$ cat config.mk
export PLATFORM = sky130hd
export DESIGN_NAME = ps2_init_ctrl_flat
export DESIGN_NICKNAME = d
export VERILOG_FILES = /design/src/rtl/ps2_pkg.sv /design/src/rtl/ps2_init_ctrl_if.sv /design/src/rtl/ps2_cmd_rom.sv /design/src/rtl/ps2_init_ctrl.sv /design/src/flat_wrapper.sv
export SDC_FILE = /design/constraint.sdc
export NUM_CORES = 1
export LEC_CHECK = 0
export CAP_MARGIN = 20
export CORE_ASPECT_RATIO = 2
export CORE_MARGIN = 8
export CORE_UTILIZATION = 55
export CTS_BUF_LIST = sky130_fd_sc_hd__clkbuf_16
export DETAILED_ROUTE_END_ITERATION = 16
export GPL_TIMING_DRIVEN = 0
export HOLD_SLACK_MARGIN = 0.1
export PLACE_DENSITY = 0.78
export SYNTH_ARGS = -nofsm -noshare
export SYNTH_HDL_FRONTEND = slang
export SYNTH_SLANG_ARGS = --single-unit
$ cat constraint.sdc
create_clock -name clk -period 4.3 [get_ports clk]
set_input_delay 0.43 -clock clk [delete_from_list [all_inputs] [get_ports clk]]
set_output_delay 0.43 -clock clk [all_outputs]
set_load 0.01 [all_outputs]
$ cat src/rtl/ps2_pkg.sv
// ps2_pkg
// Shared definitions for the PS/2 mouse initialisation controller:
// controller state encoding (also shown on led_state), the PS/2 command
// and response bytes, and the widths of the step index and timeout counter.
// Build option: PS2_SET_RATE_EN adds the set-sample-rate steps, which
// changes NUM_STEPS.
package ps2_pkg;

  typedef enum logic [2:0] {
    ST_IDLE     = 3'd0,
    ST_SEND     = 3'd1,
    ST_WAIT_TX  = 3'd2,
    ST_WAIT_RSP = 3'd3,
    ST_STREAM   = 3'd4,
    ST_ERROR    = 3'd5
  } state_t;

  // Host-to-mouse commands
  localparam logic [7:0] CMD_RESET    = 8'hFF;
  localparam logic [7:0] CMD_SET_RATE = 8'hF3;
  localparam logic [7:0] CMD_ENABLE   = 8'hF4;

  // Mouse-to-host responses
  localparam logic [7:0] RSP_ACK      = 8'hFA;
  localparam logic [7:0] RSP_BAT_OK   = 8'hAA;
  localparam logic [7:0] RSP_ID       = 8'h00;
  localparam logic [7:0] RSP_RESEND   = 8'hFE;

  localparam int STEP_W = 3;
  localparam int TO_W   = 27;

`ifdef PS2_SET_RATE_EN
  localparam int NUM_STEPS = 6;
`else
  localparam int NUM_STEPS = 4;
`endif

endpackage

$ cat src/rtl/ps2_init_ctrl_if.sv
// ps2_init_ctrl_if
// Byte-level link between the initialisation controller and the PS/2
// transmitter/receiver.
//   tx_busy  : transmitter is sending (phy -> ctrl)
//   rx_done  : one-cycle strobe, rx_data valid (phy -> ctrl)
//   rx_data  : received byte (phy -> ctrl)
//   tx_start : one-cycle transmit request (ctrl -> phy)
//   tx_data  : byte to send, stable while tx_busy (ctrl -> phy)
// master = controller side, slave = PS/2 phy side.
interface ps2_init_ctrl_if;
  logic       tx_busy;
  logic       rx_done;
  logic [7:0] rx_data;
  logic       tx_start;
  logic [7:0] tx_data;

  modport master (
    input  tx_busy,
    input  rx_done,
    input  rx_data,
    output tx_start,
    output tx_data
  );

  modport slave (
    output tx_busy,
    output rx_done,
    output rx_data,
    input  tx_start,
    input  tx_data
  );
endinterface

$ cat src/rtl/ps2_cmd_rom.sv
// ps2_cmd_rom
// Step table for the mouse initialisation sequence (purely combinational).
//   step_idx : step index
//   tx_byte  : byte to transmit in this step (when has_tx)
//   exp_byte : response that completes this step
//   has_tx   : step transmits a command before waiting
//   is_bat   : step waits for the self-test result (long timeout)
//   is_last  : final step; its response enters streaming
// Build option: PS2_SET_RATE_EN inserts set-rate/rate-value steps before
// the enable command. Out-of-range indices return a harmless no-tx entry.
module ps2_cmd_rom
  import ps2_pkg::*;
#(
  parameter logic [7:0] SAMPLE_RATE = 8'h64
) (
  input  logic [STEP_W-1:0] step_idx,
  output logic [7:0]        tx_byte,
  output logic [7:0]        exp_byte,
  output logic              has_tx,
  output logic              is_bat,
  output logic              is_last
);

  always_comb begin
    tx_byte  = 8'h00;
    exp_byte = RSP_ACK;
    has_tx   = 1'b0;
    is_bat   = 1'b0;
    case (step_idx)
      3'd0: begin
        tx_byte = CMD_RESET;
        has_tx  = 1'b1;
      end
      3'd1: begin
        exp_byte = RSP_BAT_OK;
        is_bat   = 1'b1;
      end
      3'd2: begin
        exp_byte = RSP_ID;
      end
`ifdef PS2_SET_RATE_EN
      3'd3: begin
        tx_byte = CMD_SET_RATE;
        has_tx  = 1'b1;
      end
      3'd4: begin
        tx_byte = SAMPLE_RATE;
        has_tx  = 1'b1;
      end
      3'd5: begin
        tx_byte = CMD_ENABLE;
        has_tx  = 1'b1;
      end
`else
      3'd3: begin
        tx_byte = CMD_ENABLE;
        has_tx  = 1'b1;
      end
`endif
      default: ;
    endcase
  end

  assign is_last = (step_idx == STEP_W'(NUM_STEPS - 1));

`ifndef PS2_SET_RATE_EN
  // The rate command and value only exist in the extended sequence.
  logic [15:0] unused_rate;
  assign unused_rate = {SAMPLE_RATE, CMD_SET_RATE};
`endif

endmodule

$ cat src/rtl/ps2_init_ctrl.sv
// ps2_init_ctrl
// Brings a PS/2 mouse from power-up to streaming mode: reset (FF), wait for
// self-test (AA) and ID (00), then enable reporting (F4). Resend requests
// (FE) repeat the current command; wrong bytes or timeouts restart the
// sequence. Each failure consumes one retry; when none are left the block
// parks in ERROR until start or reset.
// Ports:
//   clk, reset   : clock, synchronous active-high reset
//   start        : one-cycle pulse, restart initialisation from scratch
//   bus          : ps2_init_ctrl_if.master (tx/rx byte link to the phy)
//   stream_en    : mouse streaming, packet assembly enabled
//   init_done    : same as stream_en (status LED)
//   init_err     : retries exhausted
//   led_state    : current state code
// Build option: PS2_SET_RATE_EN adds F3 / SAMPLE_RATE before F4.
module ps2_init_ctrl
  import ps2_pkg::*;
#(
  parameter int         ACK_TO_CYC  = 2_000_000,
  parameter int         BAT_TO_CYC  = 100_000_000,
  parameter int         MAX_RETRY   = 3,
  parameter logic [7:0] SAMPLE_RATE = 8'h64
) (
  input  logic                  clk,
  input  logic                  reset,
  input  logic                  start,
  ps2_init_ctrl_if.master       bus,
  output logic                  stream_en,
  output logic                  init_done,
  output logic                  init_err,
  output logic [2:0]            led_state
);

  localparam int                RETRY_W   = $clog2(MAX_RETRY + 2);
  localparam logic [RETRY_W-1:0] RETRY_LIM = RETRY_W'(MAX_RETRY);
  localparam logic [TO_W-1:0]   ACK_LIM   = TO_W'(ACK_TO_CYC);
  localparam logic [TO_W-1:0]   BAT_LIM   = TO_W'(BAT_TO_CYC);
  localparam logic [TO_W-1:0]   TO_MAX    = '1;

  state_t              state_reg, state_next;
  logic [STEP_W-1:0]   step_reg, step_next, step_inc;
  logic [RETRY_W-1:0]  retry_reg, retry_next;
  logic [TO_W-1:0]     to_cnt_reg, to_cnt_next, to_limit;
  logic [1:0]          wt_cnt_reg, wt_cnt_next;
  logic                tx_start_reg, tx_start_next;
  logic [7:0]          tx_data_reg, tx_data_next;
  logic                fail, resend, to_hold;

  logic [7:0]          cur_tx, cur_exp;
  logic                cur_has_tx, cur_is_bat, cur_is_last;
  logic                nxt_has_tx;
  logic [7:0]          unused_nxt_tx, unused_nxt_exp;
  logic                unused_nxt_bat, unused_nxt_last;

  assign step_inc = step_reg + STEP_W'(1);

  // Current step drives the FSM; the following step is looked up so an
  // advance can go straight to SEND or stay in WAIT_RSP.
  ps2_cmd_rom #(.SAMPLE_RATE(SAMPLE_RATE)) u_rom_cur (
    .step_idx (step_reg),
    .tx_byte  (cur_tx),
    .exp_byte (cur_exp),
    .has_tx   (cur_has_tx),
    .is_bat   (cur_is_bat),
    .is_last  (cur_is_last)
  );

  ps2_cmd_rom #(.SAMPLE_RATE(SAMPLE_RATE)) u_rom_nxt (
    .step_idx (step_inc),
    .tx_byte  (unused_nxt_tx),
    .exp_byte (unused_nxt_exp),
    .has_tx   (nxt_has_tx),
    .is_bat   (unused_nxt_bat),
    .is_last  (unused_nxt_last)
  );

  assign to_limit = cur_is_bat ? BAT_LIM : ACK_LIM;

  always_ff @(posedge clk) begin
    if (reset) begin
      state_reg    <= ST_IDLE;
      step_reg     <= '0;
      retry_reg    <= '0;
      to_cnt_reg   <= '0;
      wt_cnt_reg   <= '0;
      tx_start_reg <= 1'b0;
      tx_data_reg  <= 8'h00;
    end else begin
      state_reg    <= state_next;
      step_reg     <= step_next;
      retry_reg    <= retry_next;
      to_cnt_reg   <= to_cnt_next;
      wt_cnt_reg   <= wt_cnt_next;
      tx_start_reg <= tx_start_next;
      tx_data_reg  <= tx_data_next;
    end
  end

  always_comb begin
    state_next    = state_reg;
    step_next     = step_reg;
    retry_next    = retry_reg;
    tx_start_next = 1'b0;
    tx_data_next  = tx_data_reg;
    to_hold       = 1'b0;
    fail          = 1'b0;
    resend        = 1'b0;

    case (state_reg)
      ST_IDLE: state_next = ST_SEND;

      ST_SEND: begin
        if (!bus.tx_busy) begin
          tx_start_next = 1'b1;
          tx_data_next  = cur_tx;
          state_next    = ST_WAIT_TX;
        end
      end

      // wt_cnt guarantees the phy has had time to raise tx_busy before
      // its low level is taken as "byte sent".
      ST_WAIT_TX: begin
        if (wt_cnt_reg == 2'd2 && !bus.tx_busy) begin
          state_next = ST_WAIT_RSP;
        end
      end

      ST_WAIT_RSP: begin
        if (bus.rx_done) begin
          if (bus.rx_data == cur_exp) begin
            if (cur_is_last) begin
              state_next = ST_STREAM;
            end else begin
              step_next  = step_inc;
              state_next = nxt_has_tx ? ST_SEND : ST_WAIT_RSP;
            end
          end else if (bus.rx_data == RSP_RESEND && cur_has_tx) begin
            fail   = 1'b1;
            resend = 1'b1;
          end else begin
            fail = 1'b1;
          end
        end else if (to_cnt_reg >= to_limit) begin
          fail = 1'b1;
        end else begin
          to_hold = 1'b1;
        end
      end

      ST_STREAM, ST_ERROR: ;

      default: state_next = ST_IDLE;
    endcase

    if (fail) begin
      if (retry_reg == RETRY_LIM) begin
        state_next = ST_ERROR;
      end else begin
        retry_next = retry_reg + RETRY_W'(1);
        state_next = ST_SEND;
        if (!resend) begin
          step_next = '0;
        end
      end
    end

    // start overrides whatever the state logic decided this cycle
    if (start) begin
      state_next    = ST_SEND;
      step_next     = '0;
      retry_next    = '0;
      tx_start_next = 1'b0;
      tx_data_next  = tx_data_reg;
      to_hold       = 1'b0;
    end
  end

  // Response timer: cleared on every entry into WAIT_RSP, saturating.
  always_comb begin
    to_cnt_next = '0;
    if (to_hold) begin
      to_cnt_next = (to_cnt_reg == TO_MAX) ? to_cnt_reg : to_cnt_reg + TO_W'(1);
    end
  end

  always_comb begin
    wt_cnt_next = 2'd0;
    if (state_reg == ST_WAIT_TX && state_next == ST_WAIT_TX) begin
      wt_cnt_next = (wt_cnt_reg == 2'd2) ? wt_cnt_reg : wt_cnt_reg + 2'd1;
    end
  end

  assign bus.tx_start = tx_start_reg;
  assign bus.tx_data  = tx_data_reg;
  assign stream_en    = (state_reg == ST_STREAM);
  assign init_done    = (state_reg == ST_STREAM);
  assign init_err     = (state_reg == ST_ERROR);
  assign led_state    = state_reg;

endmodule

$ cat src/flat_wrapper.sv
// flat-port wrapper written by rule: the top's interface ports become plain ports
module ps2_init_ctrl_flat import ps2_pkg::*;
#(
  parameter int         ACK_TO_CYC  = 2_000_000,
  parameter int         BAT_TO_CYC  = 100_000_000,
  parameter int         MAX_RETRY   = 3,
  parameter logic [7:0] SAMPLE_RATE = 8'h64
)
  (clk, reset, start, stream_en, init_done, init_err, led_state, bus_tx_busy, bus_rx_done, bus_rx_data, bus_tx_start, bus_tx_data);
  ps2_init_ctrl_if bus_i ();
  input  logic clk;
  input  logic reset;
  input  logic start;
  output logic stream_en;
  output logic init_done;
  output logic init_err;
  output logic [2:0] led_state;
  input wire logic [$bits(bus_i.tx_busy)-1:0] bus_tx_busy;
  input wire logic [$bits(bus_i.rx_done)-1:0] bus_rx_done;
  input wire logic [$bits(bus_i.rx_data)-1:0] bus_rx_data;
  output wire logic [$bits(bus_i.tx_start)-1:0] bus_tx_start;
  output wire logic [$bits(bus_i.tx_data)-1:0] bus_tx_data;
  assign bus_i.tx_busy = bus_tx_busy;
  assign bus_i.rx_done = bus_rx_done;
  assign bus_i.rx_data = bus_rx_data;
  assign bus_tx_start = bus_i.tx_start;
  assign bus_tx_data = bus_i.tx_data;
  ps2_init_ctrl #(.ACK_TO_CYC(ACK_TO_CYC), .BAT_TO_CYC(BAT_TO_CYC), .MAX_RETRY(MAX_RETRY), .SAMPLE_RATE(SAMPLE_RATE)) u_core (.clk(clk), .reset(reset), .start(start), .bus(bus_i), .stream_en(stream_en), .init_done(init_done), .init_err(init_err), .led_state(led_state));
endmodule
# [Yosys cells after proc, flatten, opt, wreduce, memory -nomap -nowiden]
# Cells that the tools add are included.
[totals] memories=0 mem_bits_rw=0 in_bits=13 latchBits=0 romBits=0 regBits=47
[classes] bitwise=6 shift=0 eq_ne=15 n_lt_le_gt_ge=1 n_mul=0 muxes=36 reduce_logical=16 div_mod_pow=0 add_sub_neg=4
[ops] operator="$mux W3" n=15
[ops] operator="$pmux W8 S2" n=2
[ops] operator="$add A27 B1 Y27 const B" n=1
[ops] operator="$eq A27 B27 Y1 const B" n=1
[ops] operator="$ge A27 B27 Y1" n=1
[ops] operator="$mux W27" n=1
[ops] operator="$eq A3 B2 Y1 const B" n=7
[ops] operator="$mux W1" n=16
[ops] operator="$pmux W3 S5" n=1
[ops] operator="$reduce_or A2 Y1" n=6
[ops] operator="$logic_not A3 Y1" n=3
[ops] operator="$eq A8 B8 Y1" n=1
[ops] operator="$eq A8 B8 Y1 const B" n=1
[ops] operator="$add A3 B1 Y3 const B" n=2
[ops] operator="$eq A3 B1 Y1 const B" n=2
[ops] operator="$eq A3 B3 Y1 const B" n=2
[ops] operator="$not A1 Y1" n=6
[ops] operator="$logic_and A1 B1 Y1" n=3
[ops] operator="$reduce_and A3 Y1" n=1
[ops] operator="$reduce_or A3 Y1" n=1
[ops] operator="$add A2 B1 Y2 const B" n=1
[ops] operator="$eq A2 B2 Y1 const B" n=1
[ops] operator="$mux W2" n=1
[ops] operator="$reduce_and A2 Y1" n=1
[ops] operator="$logic_not A1 Y1" n=1

# [Depth between registers and ports, before layout]
[logic_depth] depth_word=15 mapped_depth=15

# [By module]
# Synthesis repeated with hierarchy kept, for this count alone.
[hier_totals] hier_cells=356 area_unflattened_um2=2989.1
[by_module_without_submodules] module="ps2_init_ctrl" area_each_um2=2686.3 cells_per_inst=314 instances=1 seq_area_each_um2=940.9
[by_module_without_submodules] module="ps2_cmd_rom" area_each_um2=151.4 cells_per_inst=21 instances=2 seq_area_each_um2=0.0

# [Worst setup path after synthesis]
# Ideal clock, no wire load.
[synth_timing] path_kind="flip-flop to flip-flop" from="register u_core.step_reg[1]" to="register u_core.to_cnt_reg[10]" setup_slack_ns=1.276 arrival_ns=2.959 n_path_buf=3 path_stages_with_launch=14 period_less_slack_ns=3.024 setup_time_ns=0.065 path_cell_list="dfxtp_1 > inv_1 > ha_1 > nor2b_1 > buf_2 > inv_2 > ha_1 > a311o_1 > a211oi_1 > nand2_1 > or4_1 > clkbuf_1 > buf_1 > nor2_1"
[synth_between] elab_chain_cells=10
[synth_rtl] item="start: declaration" line_no="ps2_init_ctrl.sv:41" text="logic [STEP_W-1:0] step_reg, step_next, step_inc;"
[synth_rtl] item="start signal: assignment" line_no="ps2_init_ctrl.sv:90" text="step_reg <= step_next;"
[synth_rtl] item="$eq A3 B1 Y1" line_no="ps2_cmd_rom.sv:29" text="case (step_idx)"
[synth_rtl] item="$mux W1" line_no="ps2_cmd_rom.sv:29"
[synth_rtl] item="$mux W27" line_no="ps2_init_ctrl.sv:77" text="assign to_limit = cur_is_bat ? BAT_LIM : ACK_LIM;"
[synth_rtl] item="$ge A27 B27 Y1" line_no="ps2_init_ctrl.sv:143" text="end else if (to_cnt_reg >= to_limit) begin"
[synth_rtl] item="$mux W1" line_no="ps2_init_ctrl.sv:143"
[synth_rtl] item="$mux W1" line_no="ps2_init_ctrl.sv:129" text="if (bus.rx_done) begin"
[synth_rtl] item="$mux W1" line_no="ps2_init_ctrl.sv:109" text="case (state_reg)"
[synth_rtl] item="$mux W1" line_no="ps2_init_ctrl.sv:168" text="if (start) begin"
[synth_rtl] item="$not A1 Y1 (no line)"
[synth_rtl] item="$reduce_or A2 Y1 (no line)"
[synth_rtl] item="end signal: assignment" line_no="ps2_init_ctrl.sv:92" text="to_cnt_reg <= to_cnt_next;"
[synth_rtl] item="end: declaration" line_no="ps2_init_ctrl.sv:43" text="logic [TO_W-1:0] to_cnt_reg, to_cnt_next, to_limit;"
# No other way between the ends.
# A chain may end at the register's enable or synchronous reset.

# [Worst setup path in the final report]
[layout_timing] from="register u_core.step_reg[0]" to="register u_core.step_reg[1]"
[layout_between] elab_chain_cells=11 word_cells_on_any_way=28 cone_classes="add/sub (1); order compare (1); eq/ne (4); mux (19); reduce/logical (3)"
[layout_rtl] item="branches (longest 10 deep; another with $ge A27 B27 Y1)"
[layout_rtl] item="$mux W3 *" line_no="ps2_init_ctrl.sv:155" text="if (fail) begin"
# Mark *: on every way between the ends.

==> impl_metrics.toml <==
[synthesis]
synth.avg_cell_area_um2 = 7.95
synth_area_um2 = 2550
yosysWarnings = 0
synth_cells = 321
synth_top_area_share_pct = 32.2
async_reset_ff_share_pct = 0
syn-num-nets = 352
synthFlopType = "dfxtp_1"
synth_top_cell_by_area = "dfxtp_1"
synth_cell_types = 48
synth_seq_area_share_pct = 32.2
synthTopCellsByArea = "dfxtp_1, ha_1, nor2_1"
synth-seq-cells = 41
synth-edff-count = 0

[timing]
setup_tns_ns = 0
finalSetupViolations = 0
period_share_pct = 85.6
max_freq_mhz = 272
finalMaxSlewViolations = 0
fin_worst_skew_ns = 0.00731
worstMarginPinSlew_ns = 0.998
period_needed_ns = 3.68
rsz0062_at_grt = "false"
hold_viol = 0
timing.slew.headroom_pct = 32.8

[place]
port_buffers = 27
dp_cells = 403
globalplace.congestion = 0.950
hpwl_um = 4960

[critical_path]
ff2ff_path_depth = 12
cp.required_ns = 4.44
timing.rr.start = "u_core.step_reg[0]"
reg2reg_to = "u_core.step_reg[1]"
endpoint = "u_core.step_reg[1]"
cp-end-kind = "register"
crit_path_max_fanout = 13
worstSetupPathType = "reg -> reg"
critPathLaunch = "u_core.step_reg[0]"
arrival_ns = 3.82
worstSetupStartpointType = "register"
rrSetupSlack_ns = 0.62

[floorplan]
rows = 35
num_io_pins = 28
die_w_um = 64.2
initial_core_util_pct = 56.0
die_height_um = 112
die_area_um2 = 7210
core_region_area_um2 = 4550

[detailed_routing]
via_per_inst = 5.82
routed_wirelength_um = 6340
wl_per_cell_um = 15.4
drc = 0
drt_iter0_drc = 112
drtAntennaViolNets = 0
dr_total_vias = 2393
first_pass_iters = 4

[status]
outcome = "complete, no violations"

[final_layout]
instances_no_fill = 411
largest_register_ff_count = 27
nFillCells = 420
n_antenna_cell = 0
drive_above_1_share_pct = 6.18
area_delta_synth_final_pct = 19.7
fin_nets = 386

[grt]
grt_pass1_vias = 2367
grt_use_total_pct = 17.8
grt_overflow = 0
grt_pass1_wl_um = 10600
grt_max_degree = 14
antenna_found_initial = 0

[power]
netSwitchingFraction_pct = 19.9
clkPwrFrac_pct = 48.8
leakagePower_uw = 0.00105
p_seq_share_pct = 45.3
combPwrFrac_pct = 5.9
vdd_drop_max_uv = 296
intPower_uw = 681
p_switching_uw = 169
p_per_area_nw_per_um2 = 278

[clock_network]
cts_buffer_depth = 2
cts_sinks = 41
clkTransAtPathRegs_ns = 0.06
cts_hold_buffers = 0
cts_tree = "done"
post_cts_buffers = 0
cts-buffers-inserted = 5
cts_root_buf = "clkbuf_16"
htreeDepth = 2
post_cts_resized = 0
clk_latency_ns = 0.28

[flow_run]
maxCapViolations = 0

[min_path]
hold_path.class = "reg -> reg"
-- synth_stat cells (all sizes together), types with 6 or more instances --
library cell	n
nand4	11
o21ai	7
clkbuf	6
nor2	56
and3	10
xnor2	12
nor3	11
nand3	12
dfxtp	41
a21oi	10
ha	18
nand2	23
buf	10
inv	16
xor2	14
and4	6
-- power by group through the flow --
stage	registers, µW	clock network [µW]	logic, µW
3_3_place_gp	393	0	49.5
2_1_floorplan	394	0	20.7
3_5_place_dp	393	0	50.2
5_1_grt	385	435	53.9
6_report	385	415	49.8
4_1_cts	385	420	50.4
-- cell families (layout without fill, tap and decap cells) --
family,count (synthesis),count (layout),share of synthesized area [%]
multiplexers,6,6,2.40
flip-flops,41,41,32.2
AO/OA/AOI/OAI,38,38,10.0
XOR/XNOR,26,26,8.93
buffers and inverters,32,67,5.79
AND/OR/NAND/NOR,160,160,31.9
adder cells (fa/ha/maj),18,18,8.83
-- critical path, stage by stage (launching register included) --
cell and delay (ns):
dfxtp_1 0.43, ha_1 0.24, nor2b_1 0.14, buf_2 0.20, inv_2 0.15, ha_1 0.33
nor4b_1 0.31, nand3_1 0.13, a2111o_1 0.34, and3_1 0.19, a211o_1 0.38, nor4_1 0.58
nor3_1 0.11
-- cell type report --
cell class                      instances  area, µm²  area share [%]
Buffer                                 16       87.6            2.87
Clock buffer                            5        125            4.10
Clock inverter                          3       37.5            1.23
Inverter                               16       60.1            1.97
Multi-Input combinational cell        248       1580            51.8
Sequential cell                        41        821            26.9
Tap cell                               55       68.8            2.25
Timing Repair Buffer                   27        270            8.85
-- worst min path at each step --
stage | slack, ns | end | cells past startpoint | start
floorplan | 0.44 | u_core.retry_reg[1] | 2 | u_core.retry_reg[1]
global placement | 0.45 | u_core.retry_reg[1] | 2 | u_core.retry_reg[1]
detailed placement | 0.47 | u_core.retry_reg[1] | 2 | u_core.retry_reg[1]
CTS | 0.47 | u_core.retry_reg[1] | 2 | u_core.retry_reg[1]
global route | 0.49 | u_core.retry_reg[1] | 2 | u_core.retry_reg[1]
finish | 0.47 | u_core.retry_reg[1] | 2 | u_core.retry_reg[1]
-- per-stage QoR --
| step | utilization (%) | cell area [µm²] | hold WS [ns] | worst slack, ns | total power, µW |
|---|---|---|---|---|---|
| after global routing | 67.0 | 3050 | 0.487 | 0.380 | 874 |
| after CTS | 67.0 | 3050 | 0.474 | 0.606 | 855 |
| final | 67.0 | 3050 | 0.474 | 0.621 | 849 |
| after floorplan | - | 2550 | 0.438 | 1.28 | 415 |
| after detailed placement | 63.5 | 2890 | 0.466 | 0.669 | 443 |
| after global placement | 63.5 | 2890 | 0.452 | 0.712 | 442 |
-- metal layers --
| layer | up-vias | share of wire [%] | routed length, µm | global-route usage [%] |
|---|---|---|---|---|
| met5 | - | 0 | 0 | 0 |
| met4 | 0 | 4.7 | 295 | 10.7 |
| met3 | 21 | 4.4 | 281 | 3.09 |
| met2 | 59 | 56 | 3550 | 35.6 |
| met1 | 1119 | 35 | 2210 | 15.2 |
| li1 | 1194 | - | - | - |
-- placed cells by master (no fill, tap or decap), drive strengths merged, types with 5 or more instances in the layout --
master         instances
buf                   10
nand3                 12
nor3                  11
dfxtp                 41
clkdlybuf4s50         27
nor2                  56
xnor2                 12
xor2                  14
nand2                 23
clkbuf                11
o21ai                  7
and4                   6
ha                    18
inv                   17
nand4                 11
and3                  10
a21oi                 10
nor4                   5
mux2i                  5
or4                    5
Note: power is estimated with default switching activity, not from simulation.
